==> config.mk <==
export PLATFORM = sky130hd
export DESIGN_NAME = sha_256_stream
export DESIGN_NICKNAME = d
export VERILOG_FILES = /design/src/rtl/sha_256_pkg.sv /design/src/rtl/sha_256_round.sv /design/src/rtl/sha_256_stream.sv
export SDC_FILE = /design/constraint.sdc
export NUM_CORES = 2
export LEC_CHECK = 0
export BUFFER_PORTS_ARGS = -buffer_cell sky130_fd_sc_hd__buf_2
export CAP_MARGIN = 20
export CORE_ASPECT_RATIO = 0.75
export CORE_MARGIN = 2
export CORE_UTILIZATION = 65
export DETAILED_ROUTE_END_ITERATION = 6
export PLACE_DENSITY = 0.86
export SYNTH_ARGS = -nofsm -noshare
export SYNTH_HDL_FRONTEND = slang
export SYNTH_SLANG_ARGS = --single-unit
==> constraint.sdc <==
create_clock -name clk -period 92.7 [get_ports clk]
set_input_delay 4.635 -clock clk [delete_from_list [all_inputs] [get_ports clk]]
set_output_delay 4.635 -clock clk [all_outputs]
set_load 0.05 [all_outputs]
==> src/rtl/sha_256_pkg.sv <==
// SHA-256 constants, round helper functions and shared types for the streaming core.
// Purely declarative; no state.
package sha_256_pkg;

    typedef logic [31:0] word_t;

    typedef enum logic [1:0] {
        ST_IDLE   = 2'd0,
        ST_ROUND  = 2'd1,
        ST_UPDATE = 2'd2,
        ST_DONE   = 2'd3
    } state_t;

    localparam word_t K [0:63] = '{
        32'h428a2f98, 32'h71374491, 32'hb5c0fbcf, 32'he9b5dba5,
        32'h3956c25b, 32'h59f111f1, 32'h923f82a4, 32'hab1c5ed5,
        32'hd807aa98, 32'h12835b01, 32'h243185be, 32'h550c7dc3,
        32'h72be5d74, 32'h80deb1fe, 32'h9bdc06a7, 32'hc19bf174,
        32'he49b69c1, 32'hefbe4786, 32'h0fc19dc6, 32'h240ca1cc,
        32'h2de92c6f, 32'h4a7484aa, 32'h5cb0a9dc, 32'h76f988da,
        32'h983e5152, 32'ha831c66d, 32'hb00327c8, 32'hbf597fc7,
        32'hc6e00bf3, 32'hd5a79147, 32'h06ca6351, 32'h14292967,
        32'h27b70a85, 32'h2e1b2138, 32'h4d2c6dfc, 32'h53380d13,
        32'h650a7354, 32'h766a0abb, 32'h81c2c92e, 32'h92722c85,
        32'ha2bfe8a1, 32'ha81a664b, 32'hc24b8b70, 32'hc76c51a3,
        32'hd192e819, 32'hd6990624, 32'hf40e3585, 32'h106aa070,
        32'h19a4c116, 32'h1e376c08, 32'h2748774c, 32'h34b0bcb5,
        32'h391c0cb3, 32'h4ed8aa4a, 32'h5b9cca4f, 32'h682e6ff3,
        32'h748f82ee, 32'h78a5636f, 32'h84c87814, 32'h8cc70208,
        32'h90befffa, 32'ha4506ceb, 32'hbef9a3f7, 32'hc67178f2
    };

    localparam word_t IV [0:7] = '{
        32'h6a09e667, 32'hbb67ae85, 32'h3c6ef372, 32'ha54ff53a,
        32'h510e527f, 32'h9b05688c, 32'h1f83d9ab, 32'h5be0cd19
    };

    // H0 in the top word, matching the digest output layout.
    localparam logic [255:0] IV_PACKED = {IV[0], IV[1], IV[2], IV[3],
                                          IV[4], IV[5], IV[6], IV[7]};

    function automatic word_t rotr(input word_t x, input int n);
        return (x >> n) | (x << (32 - n));
    endfunction

    function automatic word_t ch(input word_t e, input word_t f, input word_t g);
        return (e & f) ^ (~e & g);
    endfunction

    function automatic word_t maj(input word_t a, input word_t b, input word_t c);
        return (a & b) ^ (a & c) ^ (b & c);
    endfunction

    function automatic word_t bsig0(input word_t x);
        return rotr(x, 2) ^ rotr(x, 13) ^ rotr(x, 22);
    endfunction

    function automatic word_t bsig1(input word_t x);
        return rotr(x, 6) ^ rotr(x, 11) ^ rotr(x, 25);
    endfunction

    function automatic word_t ssig0(input word_t x);
        return rotr(x, 7) ^ rotr(x, 18) ^ (x >> 3);
    endfunction

    function automatic word_t ssig1(input word_t x);
        return rotr(x, 17) ^ rotr(x, 19) ^ (x >> 10);
    endfunction

endpackage

==> src/rtl/sha_256_round.sv <==
// One combinational SHA-256 compression round; chained R times per clock by the top.
module sha_256_round
    import sha_256_pkg::*;
(
    input  logic [31:0] a_i,
    input  logic [31:0] b_i,
    input  logic [31:0] c_i,
    input  logic [31:0] d_i,
    input  logic [31:0] e_i,
    input  logic [31:0] f_i,
    input  logic [31:0] g_i,
    input  logic [31:0] h_i,
    input  logic [31:0] kt_i,
    input  logic [31:0] wt_i,
    output logic [31:0] a_o,
    output logic [31:0] b_o,
    output logic [31:0] c_o,
    output logic [31:0] d_o,
    output logic [31:0] e_o,
    output logic [31:0] f_o,
    output logic [31:0] g_o,
    output logic [31:0] h_o
);

    word_t t1;
    word_t t2;

    assign t1  = h_i + bsig1(e_i) + ch(e_i, f_i, g_i) + kt_i + wt_i;
    assign t2  = bsig0(a_i) + maj(a_i, b_i, c_i);

    assign a_o = t1 + t2;
    assign b_o = a_i;
    assign c_o = b_i;
    assign d_o = c_i;
    assign e_o = d_i + t1;
    assign f_o = e_i;
    assign g_o = f_i;
    assign h_o = g_i;

endmodule

==> src/rtl/sha_256_stream.sv <==
// Streaming multi-block SHA-256: digest valid 64/R+1 edges after the last block is accepted.
// in_ready only in IDLE; a pending digest holds the core in DONE until hash_ready.
module sha_256_stream
    import sha_256_pkg::*;
#(
    parameter int ROUNDS_PER_CYCLE = 1,
    parameter int BLK_CNT_W        = 16
) (
    input  logic                 clk,
    input  logic                 rst,
    input  logic [511:0]         in_block,
    input  logic                 in_valid,
    input  logic                 in_first,
    input  logic                 in_last,
    output logic                 in_ready,
    output logic [255:0]         hash,
    output logic                 hash_valid,
    input  logic                 hash_ready,
    output logic                 busy,
    output logic [BLK_CNT_W-1:0] blk_cnt
);

    localparam int         R      = ROUNDS_PER_CYCLE;
    localparam logic [5:0] LAST_T = 6'(64 - R);

    generate
        if (!(R == 1 || R == 2 || R == 4 || R == 8)) begin : g_bad_rounds
            $error("sha_256_stream: ROUNDS_PER_CYCLE must be 1, 2, 4 or 8");
        end
    endgenerate

    state_t               state_q, state_d;
    logic [5:0]           t_q, t_d;
    word_t                w_q [16];
    word_t                w_d [16];
    logic [255:0]         work_q, work_d;
    logic [255:0]         h_q, h_d;
    logic [255:0]         hash_q, hash_d;
    logic                 hash_valid_q, hash_valid_d;
    logic                 last_q, last_d;
    logic [BLK_CNT_W-1:0] blk_cnt_q, blk_cnt_d;

    logic [255:0]         chain [R+1];
    word_t                w_ext [16+R];
    logic [255:0]         h_sum;

    // Schedule words beyond the window feed on each other, so they are built in order.
    always_comb begin
        for (int i = 0; i < 16; i++) begin
            w_ext[i] = w_q[i];
        end
        for (int k = 0; k < R; k++) begin
            w_ext[16+k] = ssig1(w_ext[14+k]) + w_ext[9+k] + ssig0(w_ext[1+k]) + w_ext[k];
        end
    end

    assign chain[0] = work_q;

    generate
        for (genvar j = 0; j < R; j++) begin : g_round
            word_t na, nb, nc, nd, ne, nf, ng, nh;

            sha_256_round u_round (
                .a_i  (chain[j][255:224]),
                .b_i  (chain[j][223:192]),
                .c_i  (chain[j][191:160]),
                .d_i  (chain[j][159:128]),
                .e_i  (chain[j][127:96]),
                .f_i  (chain[j][95:64]),
                .g_i  (chain[j][63:32]),
                .h_i  (chain[j][31:0]),
                .kt_i (K[t_q + 6'(j)]),
                .wt_i (w_q[j]),
                .a_o  (na),
                .b_o  (nb),
                .c_o  (nc),
                .d_o  (nd),
                .e_o  (ne),
                .f_o  (nf),
                .g_o  (ng),
                .h_o  (nh)
            );

            assign chain[j+1] = {na, nb, nc, nd, ne, nf, ng, nh};
        end
    endgenerate

    always_comb begin
        h_sum = '0;
        for (int i = 0; i < 8; i++) begin
            h_sum[255-32*i -: 32] = h_q[255-32*i -: 32] + work_q[255-32*i -: 32];
        end
    end

    assign in_ready   = (state_q == ST_IDLE) && !rst;
    assign hash       = hash_q;
    assign hash_valid = hash_valid_q;
    assign busy       = (state_q != ST_IDLE);
    assign blk_cnt    = blk_cnt_q;

    always_comb begin
        state_d      = state_q;
        t_d          = t_q;
        w_d          = w_q;
        work_d       = work_q;
        h_d          = h_q;
        hash_d       = hash_q;
        hash_valid_d = hash_valid_q;
        last_d       = last_q;
        blk_cnt_d    = blk_cnt_q;

        case (state_q)
            ST_IDLE: begin
                if (in_valid && in_ready) begin
                    for (int i = 0; i < 16; i++) begin
                        w_d[i] = in_block[511-32*i -: 32];
                    end
                    // A new message restarts the chain from IV regardless of leftover H.
                    if (in_first) begin
                        work_d    = IV_PACKED;
                        h_d       = IV_PACKED;
                        blk_cnt_d = BLK_CNT_W'(1);
                    end else begin
                        work_d    = h_q;
                        blk_cnt_d = blk_cnt_q + BLK_CNT_W'(1);
                    end
                    last_d  = in_last;
                    t_d     = '0;
                    state_d = ST_ROUND;
                end
            end
            ST_ROUND: begin
                work_d = chain[R];
                for (int i = 0; i < 16; i++) begin
                    w_d[i] = w_ext[i+R];
                end
                t_d = t_q + 6'(R);
                if (t_q == LAST_T) begin
                    state_d = ST_UPDATE;
                end
            end
            ST_UPDATE: begin
                h_d = h_sum;
                if (last_q) begin
                    hash_d       = h_sum;
                    hash_valid_d = 1'b1;
                    state_d      = ST_DONE;
                end else begin
                    state_d = ST_IDLE;
                end
            end
            ST_DONE: begin
                if (hash_ready) begin
                    hash_valid_d = 1'b0;
                    state_d      = ST_IDLE;
                end
            end
            default: state_d = ST_IDLE;
        endcase
    end

    always_ff @(posedge clk or posedge rst) begin
        if (rst) begin
            state_q      <= ST_IDLE;
            t_q          <= '0;
            for (int i = 0; i < 16; i++) begin
                w_q[i] <= '0;
            end
            work_q       <= '0;
            h_q          <= IV_PACKED;
            hash_q       <= '0;
            hash_valid_q <= 1'b0;
            last_q       <= 1'b0;
            blk_cnt_q    <= '0;
        end else begin
            state_q      <= state_d;
            t_q          <= t_d;
            w_q          <= w_d;
            work_q       <= work_d;
            h_q          <= h_d;
            hash_q       <= hash_d;
            hash_valid_q <= hash_valid_d;
            last_q       <= last_d;
            blk_cnt_q    <= blk_cnt_d;
        end
    end

endmodule
* Yosys cells after proc, flatten, opt, wreduce, memory -nomap -nowiden
Memories as Yosys holds them, arrays and structs flattened.
Index checks and enable logic that the tools add are counted.
** Cells by class
- Add/subtract/negate cells :: 20
- Order comparisons :: 1
- Equal/unequal tests :: 8
- Multiplexer cells :: 19
- Bitwise gates (word level) :: 28
- Reductions and logical operators :: 14
** Operator list (count)
- 256-bit one-hot mux with 2 select lines :: 2
- 512-bit one-hot mux with 2 select lines :: 1
- 32-bit adder :: 18
- 256-bit two-way mux :: 2
- 512-bit two-way mux :: 1
- 32-bit XOR :: 9
- 32-bit bitwise AND :: 5
- 32-bit two-way mux :: 2
- 32-bit NOT :: 1
- 10-bit by 32-bit OR with 32-bit output :: 1
- 13-bit by 32-bit OR with 32-bit output :: 1
- 14-bit by 32-bit OR with 32-bit output :: 1
- 15-bit by 32-bit OR with 32-bit output :: 1
- 19-bit by 32-bit OR with 32-bit output :: 1
- 21-bit by 32-bit OR with 32-bit output :: 1
- 25-bit by 32-bit OR with 32-bit output :: 1
- 26-bit by 32-bit OR with 32-bit output :: 1
- 30-bit by 32-bit OR with 32-bit output :: 1
- 7-bit by 32-bit OR with 32-bit output :: 1
- 32-bit by 22-bit XOR with 32-bit output :: 1
- 32-bit by 29-bit XOR with 32-bit output :: 1
- 16-bit by 1-bit adder with 16-bit output (second input constant) :: 1
- 16-bit two-way mux :: 1
- 6-bit one-hot mux with 2 select lines :: 1
- 19 further kinds :: 34
** Storage, ports and cells
- Register bits after elaboration :: 1306
- Memory bits (read-only) :: 2048
- Input port bits :: 518
- Output and inout bits :: 275
- Logic and storage cells :: 115
- Memories :: 1
** Memory list
- (name not given) :: depth 64, width 32, read ports 1, clocked after memory_dff 0, wr ports 0, line sha_256_stream.sv:72 : .kt_i (K[t_q + 6'(j)]),

* Longest topological paths before layout
- Word-level depth :: 9
- Depth in mapped cells :: 37
- Mapped depth without buffers :: 36

* Cells and area by module
A second synthesis with hierarchy kept.
** Unflattened totals
- Cells, all modules :: 10029
- Area, all modules :: 84863.9 sq um
** Modules (own cells, without submodules)
- sha_256_stream :: instances 1, cells each 8802, area an instance 74253.7 sq um, seq. area each 32851.5 sq um
- sha_256_round :: instances 1, cells each 1227, area an instance 10610.2 sq um, seq. area each 0.0 sq um

* Worst setup path after synthesis
Ideal clock, no wire load.
- Path type :: input to register
- Start :: input port rst
- End :: register blk_cnt_q[10] (netlist: blk_cnt[10])
- Data arrival time :: 36.869 ns
- Setup slack :: 55.753 ns
- Stages on the path :: 6
- Buffers on the path :: 1
- Cells stage by stage :: inv_1 > nand3b_1 > or3_1 > clkbuf_1 > or3_1 > a21oi_1
** Between the ends
- Word-level cells in the longest chain between the ends :: 4
** Ends and longest elaborated chain
- from (decl) :: line sha_256_stream.sv:10 : input logic rst,
- 1-bit logical NOT (no line)
- 1-bit logical AND :: line sha_256_stream.sv:95 : assign in_ready = (state_q == ST_IDLE) && !rst;
- 1-bit logical AND :: line sha_256_stream.sv:114 : if (in_valid && in_ready) begin
- 2-bit AND reduction (no line)
- to (signal assigned) :: line sha_256_stream.sv:184 : blk_cnt_q <= blk_cnt_d;
- to (decl) :: line sha_256_stream.sv:41 : logic [BLK_CNT_W-1:0] blk_cnt_q, blk_cnt_d;
No other way between the ends.
A chain may end at the register's enable or synchronous reset.

* Worst setup path after layout
- Start :: input port rst
- End :: output port in_ready
** Between the ends
- Word-level cells in the longest chain between the ends :: 2
** Ends and longest elaborated chain
- 1-bit logical NOT (no line)
- 1-bit logical AND :: line sha_256_stream.sv:95
- to (decl) :: line sha_256_stream.sv:15 : output logic in_ready,
No other way between the ends.

==> flow_summary_export.csv <==
group,metric,value,unit
floorplan,num_rows,112,
synthesis,synthAdderAreaFrac,0.1112,
timing,finalHoldViolations,0,
finish,fill_cells,9248,
outcome,violations,"design-rule violations",
synthesis,yosysTopAreaCell,"dfrtp_1",
place,gp_congestion,1.042,
finish,final_util,0.7317,
synthesis,syn-cell-area,82120,sq um
critical_path,worst_ep_required_time,88.07,ns
clock_tree,cts_tree,"done",
critical_path,crit_path_frequent_cell,"buf_2",
synthesis,synth-main-ff-cell,"dfrtp_1",
route,vias_per_cell,6.642,
finish,synthToLayoutAreaGrowth,11.26,%
route,vias,78480,
timing,finClkSkew,0.03377,ns
critical_path,worst_setup_path_start_kind,"input pin",
timing,min_period_over_period,0.1057,
finish,stdcell_count,11820,
synthesis,synth_edf_count,0,
route,drcViolationCount,10,
route,ant_nets,0,
clock_tree,post_cts_resized,0,
floorplan,start_util,0.6577,
floorplan,fp.dieW,414.4,um
floorplan,io-pin-count,793,
global_route,antenna_found_initial,64,
timing,finalSetupViolCount,0,
critical_path,timing.rr.start,"t_q[0]",
critical_path,cpLargestDelayFamily,"buffers and inverters",
clock_tree,clk_pin_slew_worst_paths,0.06,ns
synthesis,yosysWarnings,0,
timing,rsz0062_at_grt,"no",
global_route,grt_max_degree,261,
global_route,grt_usage,0.4893,
finish,drive_gt1_frac,0.1340,
clock_tree,clk_path_buf_depth,3,
timing,slew_headroom,0.1882,
clock_tree,cts_hold_buf,0,
global_route,overflow,0,
synthesis,synth_top_family_by_area,"compound AO/OA/AOI/OAI gates",
critical_path,startpoint,"rst",
timing,worst_pin_slew,1.218,ns
finish,nets,11120,
synthesis,synth_nets,10760,
clock_tree,postCtsSetupBuffers,0,
floorplan,core,124900,sq um
global_route,grt_pass1_wl,473.9,mm
timing,finalCriticalPeriod,9.799,ns
synthesis,ys_top_cells_by_count,"nand2_1, dfrtp_1, o21ai_0",
route,wirelength,322.2,mm
critical_path,crit_fanout,3,
job,maxCapViolCount,0,
synthesis,yosys_register_bits,1306,
floorplan,die_area,129200,sq um
timing,setup-tns-final,0,ns
critical_path,crit_buf_inv,2,
synthesis,synth_mux_area_frac,0.007877,
global_route,grt_pass1_vias,74320,
critical_path,crit_path_top_delay_cell,"buf_2",
place,dp_hpwl,238.5,mm
synthesis,async_flop_share,1.000,
outcome,status,"finished, violations left",
critical_path,cp-end-kind,"output port",
place,dp_cells,11520,
place,port_buffers,792,
synthesis,synth_top_area_frac,0.3565,
clock_tree,clk_latency,0.82,ns
clock_tree,htree_levels,4,
synthesis,syn_area_per_cell,8.516,sq um
synthesis,seq_area_frac_synth,0.4000,
synthesis,synth-simple-area-share,0.1643,
min_path,hold_class,"reg2reg",
critical_path,path_class,"in2out",
synthesis,synth_cell_type_count,83,
synthesis,synth_xor_area_frac,0.06346,
clock_tree,cts_buffers,131,
floorplan,die_h,311.8,um
timing,max_freq,0.1021,GHz
clock_tree,cts_root_buf,"clkbuf_16",
route,drt_iter0_drc,11970,
synthesis,synth_area_leaders,"dfrtp_1, nand2_1, o21ai_0",
timing,drv_slew,0,
route,dr.pass1.iters,7,
synthesis,syn_inst,9643,
min_path,holdCritStartpoint,"hash[192]",
synthesis,synth_compound_area_frac,0.2020,
synthesis,synth.most_common_cell,"nand2_1",
critical_path,crit_chain,"buf_2, nor2_1, buf_2",
critical_path,worstPathArrival,5.16,ns
clock_tree,numClockSinks,1306,
route,wl_per_cell,27.27,um
critical_path,max_stage_delay,0.27,ns
-- stage by stage --
stage	worst slack, ns	instance area, sq um	hold slack, ns
floorplan	51.46	82120	0.4497
CTS	82.90	91060	0.4780
detailed placement	82.92	86560	0.4631
global route	82.86	91310	0.4956
finish	82.90	91360	0.4738
global placement	82.92	86560	0.4546
-- per-layer routing --
metal,vias up,track usage,wire length [um]
met3,1278,0.1624,44190
met2,5605,0.6907,133400
met4,26,0.3267,25920
li1,33880,-,-
met5,-,0.01363,391
met1,37690,0.6406,118400
-- cell type report --
cell class / count / area, sq um / area share
Antenna cell: 55 / 137.6 / 0.001506
Clock buffer: 181 / 3797 / 0.04156
Clock inverter: 54 / 701.9 / 0.007683
Inverter: 446 / 1682 / 0.01841
Multi-Input combinational cell: 7219 / 45170 / 0.4944
Sequential cell: 1306 / 32860 / 0.3596
Tap cell: 1653 / 2068 / 0.02264
Timing Repair Buffer: 902 / 4950 / 0.05418
-- flip-flops by register name (all words and copies together) (netlist names) --
signal / flops
w_ext: 512
h_q: 256
hash: 256
work_q: 256
blk_cnt: 16
t_q: 6
state_q: 2
hash_valid: 1
last_q: 1
-- cell families (layout without fill, tap and decap cells) --
| kind of cell | count (synthesis) | in the layout |
|---|---|---|
| xor+xnor | 595 | 595 |
| mux | 53 | 53 |
| other cells | 0 | 55 |
| simple gates | 3161 | 3161 |
| flops | 1306 | 1306 |
| fa+ha+maj | 617 | 617 |
| compound gates | 2793 | 2793 |
| buf+inv | 1118 | 1583 |
-- cell usage in the layout, fill, tap and decap left out, drive strengths merged, types with 340 or more instances in the layout --
cell type	count
ha	400
nand2	1704
buf	902
a31oi	542
o21ai	1047
inv	454
dfrtp	1170
nor2	768
xnor2	340
a21oi	530
-- path summary, 6_finish.rpt --
path,cells past startpoint,end,slack (ns)
max,3,in_ready,82.90
min,2,hash[192],0.47
max reg2reg,31,work_q[254],83.64
min reg2reg,2,hash[192],0.47
max in group asynchronous,5,hash[193],85.54
min in group asynchronous,2,work_q[54],4.03
-- worst min-delay path, cell delays in order, from the launching register on --
cell	delay, ns
dfrtp_1	0.33
nand2_1	0.05
nand2_1	0.05
Power is not shown: default switching activity piles up to over one toggle a cycle in this logic, so the estimate is an artifact.
